$ cat src/rtl/md_sched.sv
// In-order request queue and single-outstanding dispatcher in front of the
// shared multiply/divide unit; trap or reset drops all buffered and in-flight state.
module md_sched #(
    parameter int DEPTH              = 4,
    parameter int PHY_REG_ADDR_WIDTH = 6,
    parameter int ROB_INDEX_WIDTH    = 6,
    parameter int XLEN               = 64
) (
    input  logic                          clk,
    input  logic                          rst,
    input  logic                          trap,

    input  logic                          issue_md_req_valid_i,
    output logic                          issue_md_req_ready_o,
    input  logic [PHY_REG_ADDR_WIDTH-1:0] issue_md_prd_addr_i,
    input  logic [ROB_INDEX_WIDTH-1:0]    issue_md_rob_index_i,
    input  logic [XLEN-1:0]               issue_md_oprd1_i,
    input  logic [XLEN-1:0]               issue_md_oprd2_i,
    input  logic [2:0]                    issue_md_func_sel_i,
    input  logic                          issue_md_muldiv_i,

    output logic                          sched_md_req_valid_o,
    input  logic                          md_sched_req_ready_i,
    output logic [PHY_REG_ADDR_WIDTH-1:0] sched_md_prd_addr_o,
    output logic [ROB_INDEX_WIDTH-1:0]    sched_md_rob_index_o,
    output logic [XLEN-1:0]               sched_md_oprd1_o,
    output logic [XLEN-1:0]               sched_md_oprd2_o,
    output logic [2:0]                    sched_md_func_sel_o,
    output logic                          sched_md_muldiv_o,

    input  logic                          md_wrb_resp_valid_i,

    output logic [$clog2(DEPTH):0]        sched_count_o,
    output logic                          sched_idle_o
);

    localparam int PTR_W = $clog2(DEPTH);
    localparam int CNT_W = PTR_W + 1;
    localparam int EW    = PHY_REG_ADDR_WIDTH + ROB_INDEX_WIDTH + 2 * XLEN + 3 + 1;

    localparam logic [0:0] ST_IDLE = 1'b0;
    localparam logic [0:0] ST_BUSY = 1'b1;

    logic [EW-1:0]    entry_q [DEPTH];
    logic [EW-1:0]    entry_d [DEPTH];
    logic [PTR_W-1:0] head_q, head_d;
    logic [PTR_W-1:0] tail_q, tail_d;
    logic [CNT_W-1:0] count_q, count_d;
    logic [0:0]       state_q, state_d;

    logic             push;
    logic             pop;
    logic             inflight;
    logic [EW-1:0]    in_entry;
    logic [EW-1:0]    head_entry;

    assign inflight = (state_q == ST_BUSY);

    // Ready deliberately ignores a same-cycle pop so a full queue never passes through.
    assign issue_md_req_ready_o = (count_q < CNT_W'(DEPTH)) && !trap && !rst;
    assign sched_md_req_valid_o = (count_q != '0) && !inflight && !trap;

    assign push = issue_md_req_valid_i && issue_md_req_ready_o;
    assign pop  = sched_md_req_valid_o && md_sched_req_ready_i;

    assign in_entry = {issue_md_prd_addr_i,
                       issue_md_rob_index_i,
                       issue_md_oprd1_i,
                       issue_md_oprd2_i,
                       issue_md_func_sel_i,
                       issue_md_muldiv_i};

    // Only the slot under the tail pointer changes; the head slot is never
    // rewritten while occupied, which keeps the offered fields stable.
    generate
        for (genvar gi = 0; gi < DEPTH; gi++) begin : g_entry
            assign entry_d[gi] = (push && (tail_q == PTR_W'(gi))) ? in_entry : entry_q[gi];
        end
    endgenerate

    always_ff @(posedge clk) begin
        if (rst) begin
            for (int i = 0; i < DEPTH; i++) begin
                entry_q[i] <= '0;
            end
        end else begin
            for (int i = 0; i < DEPTH; i++) begin
                entry_q[i] <= entry_d[i];
            end
        end
    end

    always_comb begin
        head_d  = head_q;
        tail_d  = tail_q;
        count_d = count_q;
        state_d = state_q;

        if (push) begin
            tail_d = tail_q + 1'b1;
        end
        if (pop) begin
            head_d = head_q + 1'b1;
        end
        case ({push, pop})
            2'b10:   count_d = count_q + 1'b1;
            2'b01:   count_d = count_q - 1'b1;
            default: count_d = count_q;
        endcase

        case (state_q)
            ST_IDLE: if (pop)                 state_d = ST_BUSY;
            ST_BUSY: if (md_wrb_resp_valid_i) state_d = ST_IDLE;
            default:                          state_d = ST_IDLE;
        endcase

        // Trap discards everything, including any enqueue or dispatch this cycle.
        if (trap) begin
            head_d  = '0;
            tail_d  = '0;
            count_d = '0;
            state_d = ST_IDLE;
        end
    end

    always_ff @(posedge clk) begin
        if (rst) begin
            head_q  <= '0;
            tail_q  <= '0;
            count_q <= '0;
            state_q <= ST_IDLE;
        end else begin
            head_q  <= head_d;
            tail_q  <= tail_d;
            count_q <= count_d;
            state_q <= state_d;
        end
    end

    assign head_entry = entry_q[head_q];

    assign {sched_md_prd_addr_o,
            sched_md_rob_index_o,
            sched_md_oprd1_o,
            sched_md_oprd2_o,
            sched_md_func_sel_o,
            sched_md_muldiv_o} = head_entry;

    assign sched_count_o = count_q;
    assign sched_idle_o  = (count_q == '0) && !inflight;

endmodule

$ cat config.mk
export PLATFORM = sky130hd
export DESIGN_NAME = md_sched
export DESIGN_NICKNAME = d
export VERILOG_FILES = /design/src/rtl/md_sched.sv
export SDC_FILE = /design/constraint.sdc
export NUM_CORES = 1
export LEC_CHECK = 0
export ABC_AREA = 0
export BUFFER_PORTS_ARGS = -buffer_cell sky130_fd_sc_hd__buf_2
export CAP_MARGIN = 15
export CORE_ASPECT_RATIO = 0.7
export CORE_MARGIN = 2
export CORE_UTILIZATION = 63
export CTS_CLUSTER_DIAMETER = 80
export DETAILED_ROUTE_END_ITERATION = 7
export GPL_TIMING_DRIVEN = 0
export HOLD_SLACK_MARGIN = 0.08
export PLACE_DENSITY_LB_ADDON = 0.08
export SETUP_SLACK_MARGIN = 0.5
export SLEW_MARGIN = 20
export SYNTH_ARGS = -nofsm -noshare
export SYNTH_HDL_FRONTEND = slang
export SYNTH_SLANG_ARGS = --single-unit
export TNS_END_PERCENT = 50
$ cat constraint.sdc
create_clock -name clk -period 10.85 [get_ports clk]
set_input_delay 2.17 -clock clk [delete_from_list [all_inputs] [get_ports clk]]
set_output_delay 2.17 -clock clk [all_outputs]
set_load 0.005 [all_outputs]
==> results_dict.tcl <==
set metrics [dict create \
    run_status "finished clean" \
    design.core.area_mm2 0.03984 \
    vdd_drop_max_v 0.0001447 \
    r2r-end "entry_q[2][77]$_SDFFCE_PN0P_" \
    top_layer "met5" \
    hp-class "reg -> reg" \
    syn_avg_cell_area_um2 16.81 \
    dieWidth_um 244.4 \
    cts_htree_levels 2 \
    slowest_delay_ps 290 \
    grt_max_degree 51 \
    grt_pass1_wl_um 98950 \
    post_cts_buffers 0 \
    critical_path_required_ps 8680 \
    fp.dieArea_mm2 0.04212 \
    dp_slack_ps 5551 \
    p_per_area_mw_per_mm2 163.9 \
    slew_headroom_pct 25.94 \
    fp.dieH_um 172.3 \
    worstPathMaxFanout 6 \
    cts_resized 0 \
    synth_warnings 0 \
    tightest_slew_ps 1111 \
    fin_worst_skew_ps 19.08 \
    finalSetupTns_ps 0 \
    layout-drive-gt1-share_pct 32.12 \
    antenna_found_initial 12 \
    p_total_mw 4.892 \
    vias 16144 \
    clock.fmax_mhz 188.5 \
    nets 2040 \
    min_from "head_q[1]$_SDFFE_PP0P_" \
    final_max_slew_viol_count 0 \
    slowest_stage "or2_2" \
    crit_type "in -> out" \
    r2r_slack_ps 7540 \
    met3WireLength_um 6545 \
    rsz0062_at_grt "no" \
    postRouteWirelength_um 67150 \
    place_congestion 0.8031 \
    power.static_leakage_nw 13.16 \
    fin_ws_ps 5546 \
    synth_flop_cell "edfxtp_1" \
    grt_overflow 0 \
    rows 61 \
    initial_utilization_pct 63.99 \
    ys_ff_latch 586 \
    cp_cell_sequence "buf_2, or2_2, clkbuf_1, nor2_1, buf_2" \
    critPathLaunchType "input port" \
    wl_per_cell_um 27.15 \
    min_period_over_period_pct 48.88 \
    syn-instance-count 1517 \
    clk_latency_ps 580 \
    synth_nets 1673 \
    r2r_cells 7 \
    io_pins 300 \
    worstSetupEndpointType "output pin" \
    cts_tree "built" \
    io_buffers 299 \
    grt_pass1_vias 16120 \
    syn_to_final_growth_pct 17.08 \
    drc 0 \
    drtIter0Drc 1808 \
    hpwl_um 42130 \
    crit_arrival_ps 3130 \
    setup_viol 0 \
    clock_sinks 586 \
    mostFrequentLayoutCells "and3_1 (576), edfxtp_1 (576), buf_2 (317), mux4_2 (144), clkbuf_1 (90)" \
    cts_hold_buf 0 \
    final_hold_viol_count 0 \
    first_pass_iters 6 \
    synth-edff-count 576 \
    routed_via_density 6.528 \
    final_core_util_pct 74.92 \
    met1_length_um 25140 \
    clkTransAtPathRegs_ps 70 \
    placed_cell_area_mm2 0.02801 \
    clockBufferDepth 3 \
    reg2reg_from "tail_q[0]$_SDFFE_PP0P_" \
    cts_buffers 54 \
    design_area_mm2 0.02985 \
    fillers 2484 \
    ant_nets 0 \
    ys_types 32 \
    synthArstFlopShare_pct 0 \
    ys_seq_area_share_pct 68.63 \
    clockRootBuffer "clkbuf_16" \
    period_needed_ps 5304 \
    path_common_cell "buf_2" \
    grt_usage_pct 31.88 \
    routed-wl-met2_um 33380 \
    maxCapViolations 0 \
    hold_path_depth 2 \
    syn-cell-area_mm2 0.02550 \
]
==> cell families (layout without fill, tap and decap cells) <==
kind of cell               after synthesis  after routing  share of synthesized area [%]
xor gates and xnor gates                 3              3                         0.1031
AOI/OAI and AO/OA                       10             10                         0.2454
DFF                                    586            586                          68.63
other                                    0             11                              0
muxes                                  146            146                          12.80
buffers and inverters                  168            578                          3.283
adders and majority gates                6              6                         0.3239
and+or+nand+nor                        598            598                          14.62
==> Yosys cell counts (3+ instances only) <==
cell	instances	area share [%]
nor2_1	7	0.10
clkbuf_1	83	1.2
edfxtp_1	576	68
clkbuf_2	39	0.77
and3_1	576	14
inv_1	6	0.088
buf_6	12	0.53
ha_1	5	0.25
o21ai_0	3	0.059
buf_4	9	0.26
mux4_2	144	13
dfxtp_1	10	0.79
a21o_1	4	0.12
buf_2	18	0.35
or3_1	3	0.074
==> sequential cells by signal, summed over array words and instances (netlist names), named ones only <==
| name | count |
|---|---|
| entry_q | 576 |
| head_q | 2 |
| tail_q | 2 |
| inflight | 1 |
| sched_count_o | 3 |
==> metrics by stage <==
stage / hold WS, ps / std cells
after global routing: 523.0 / 2469
after global placement: 459.2 / 2351
after detailed placement: 480.8 / 2363
final: 483.7 / 2473
after floorplan: 449.6 / 1517
after CTS: 488.8 / 2462
==> worst max-delay path: cells and delay by family <==
kind / cells / cell delay (ps)
buf+inv: 3 / 470
simple gates: 2 / 480
==> where the power goes <==
group          switching (mW)  leakage [nW]  total (mW)  internal, mW
sequential             0.0269          6.03        2.61          2.58
clock                   0.830         0.891        1.97          1.14
combinational           0.192          6.24       0.315         0.122
total                    1.05          13.2        4.89          3.84
==> cell type report <==
type / count / area (um^2) / area share (%)
clock buffers: 64 / 1453 / 4.866
repair buffers: 311 / 1812 / 6.070
diodes: 11 / 27.53 / 0.09222
well taps: 535 / 669.4 / 2.243
plain buffers: 162 / 814.5 / 2.729
multi-input cells: 763 / 7192 / 24.09
inverters: 6 / 22.52 / 0.07545
flip-flops and latches: 586 / 17500 / 58.62
clock inverters: 35 / 362.8 / 1.216
==> worst max path at each step <==
stage	from	end	slack, ps	depth (start not counted)
floorplan	issue_md_req_valid_i	entry_q[0][0]$_SDFFCE_PN0P_	4500	6
global placement	trap	entry_q[2][78]$_SDFFCE_PN0P_	1960	7
detailed placement	trap	issue_md_req_ready_o	5550	5
CTS	trap	issue_md_req_ready_o	5550	5
global route	rst	issue_md_req_ready_o	5530	5
finish	trap	issue_md_req_ready_o	5550	5
==> routing by layer <==
layer  global-route usage, %  vias up
met3                   6.441      136
met5                       0        -
met2                   51.56      934
li1                        -     6846
met4                   11.29        4
met1                   44.04     8224
Note: power is estimated with default switching activity, not from simulation.
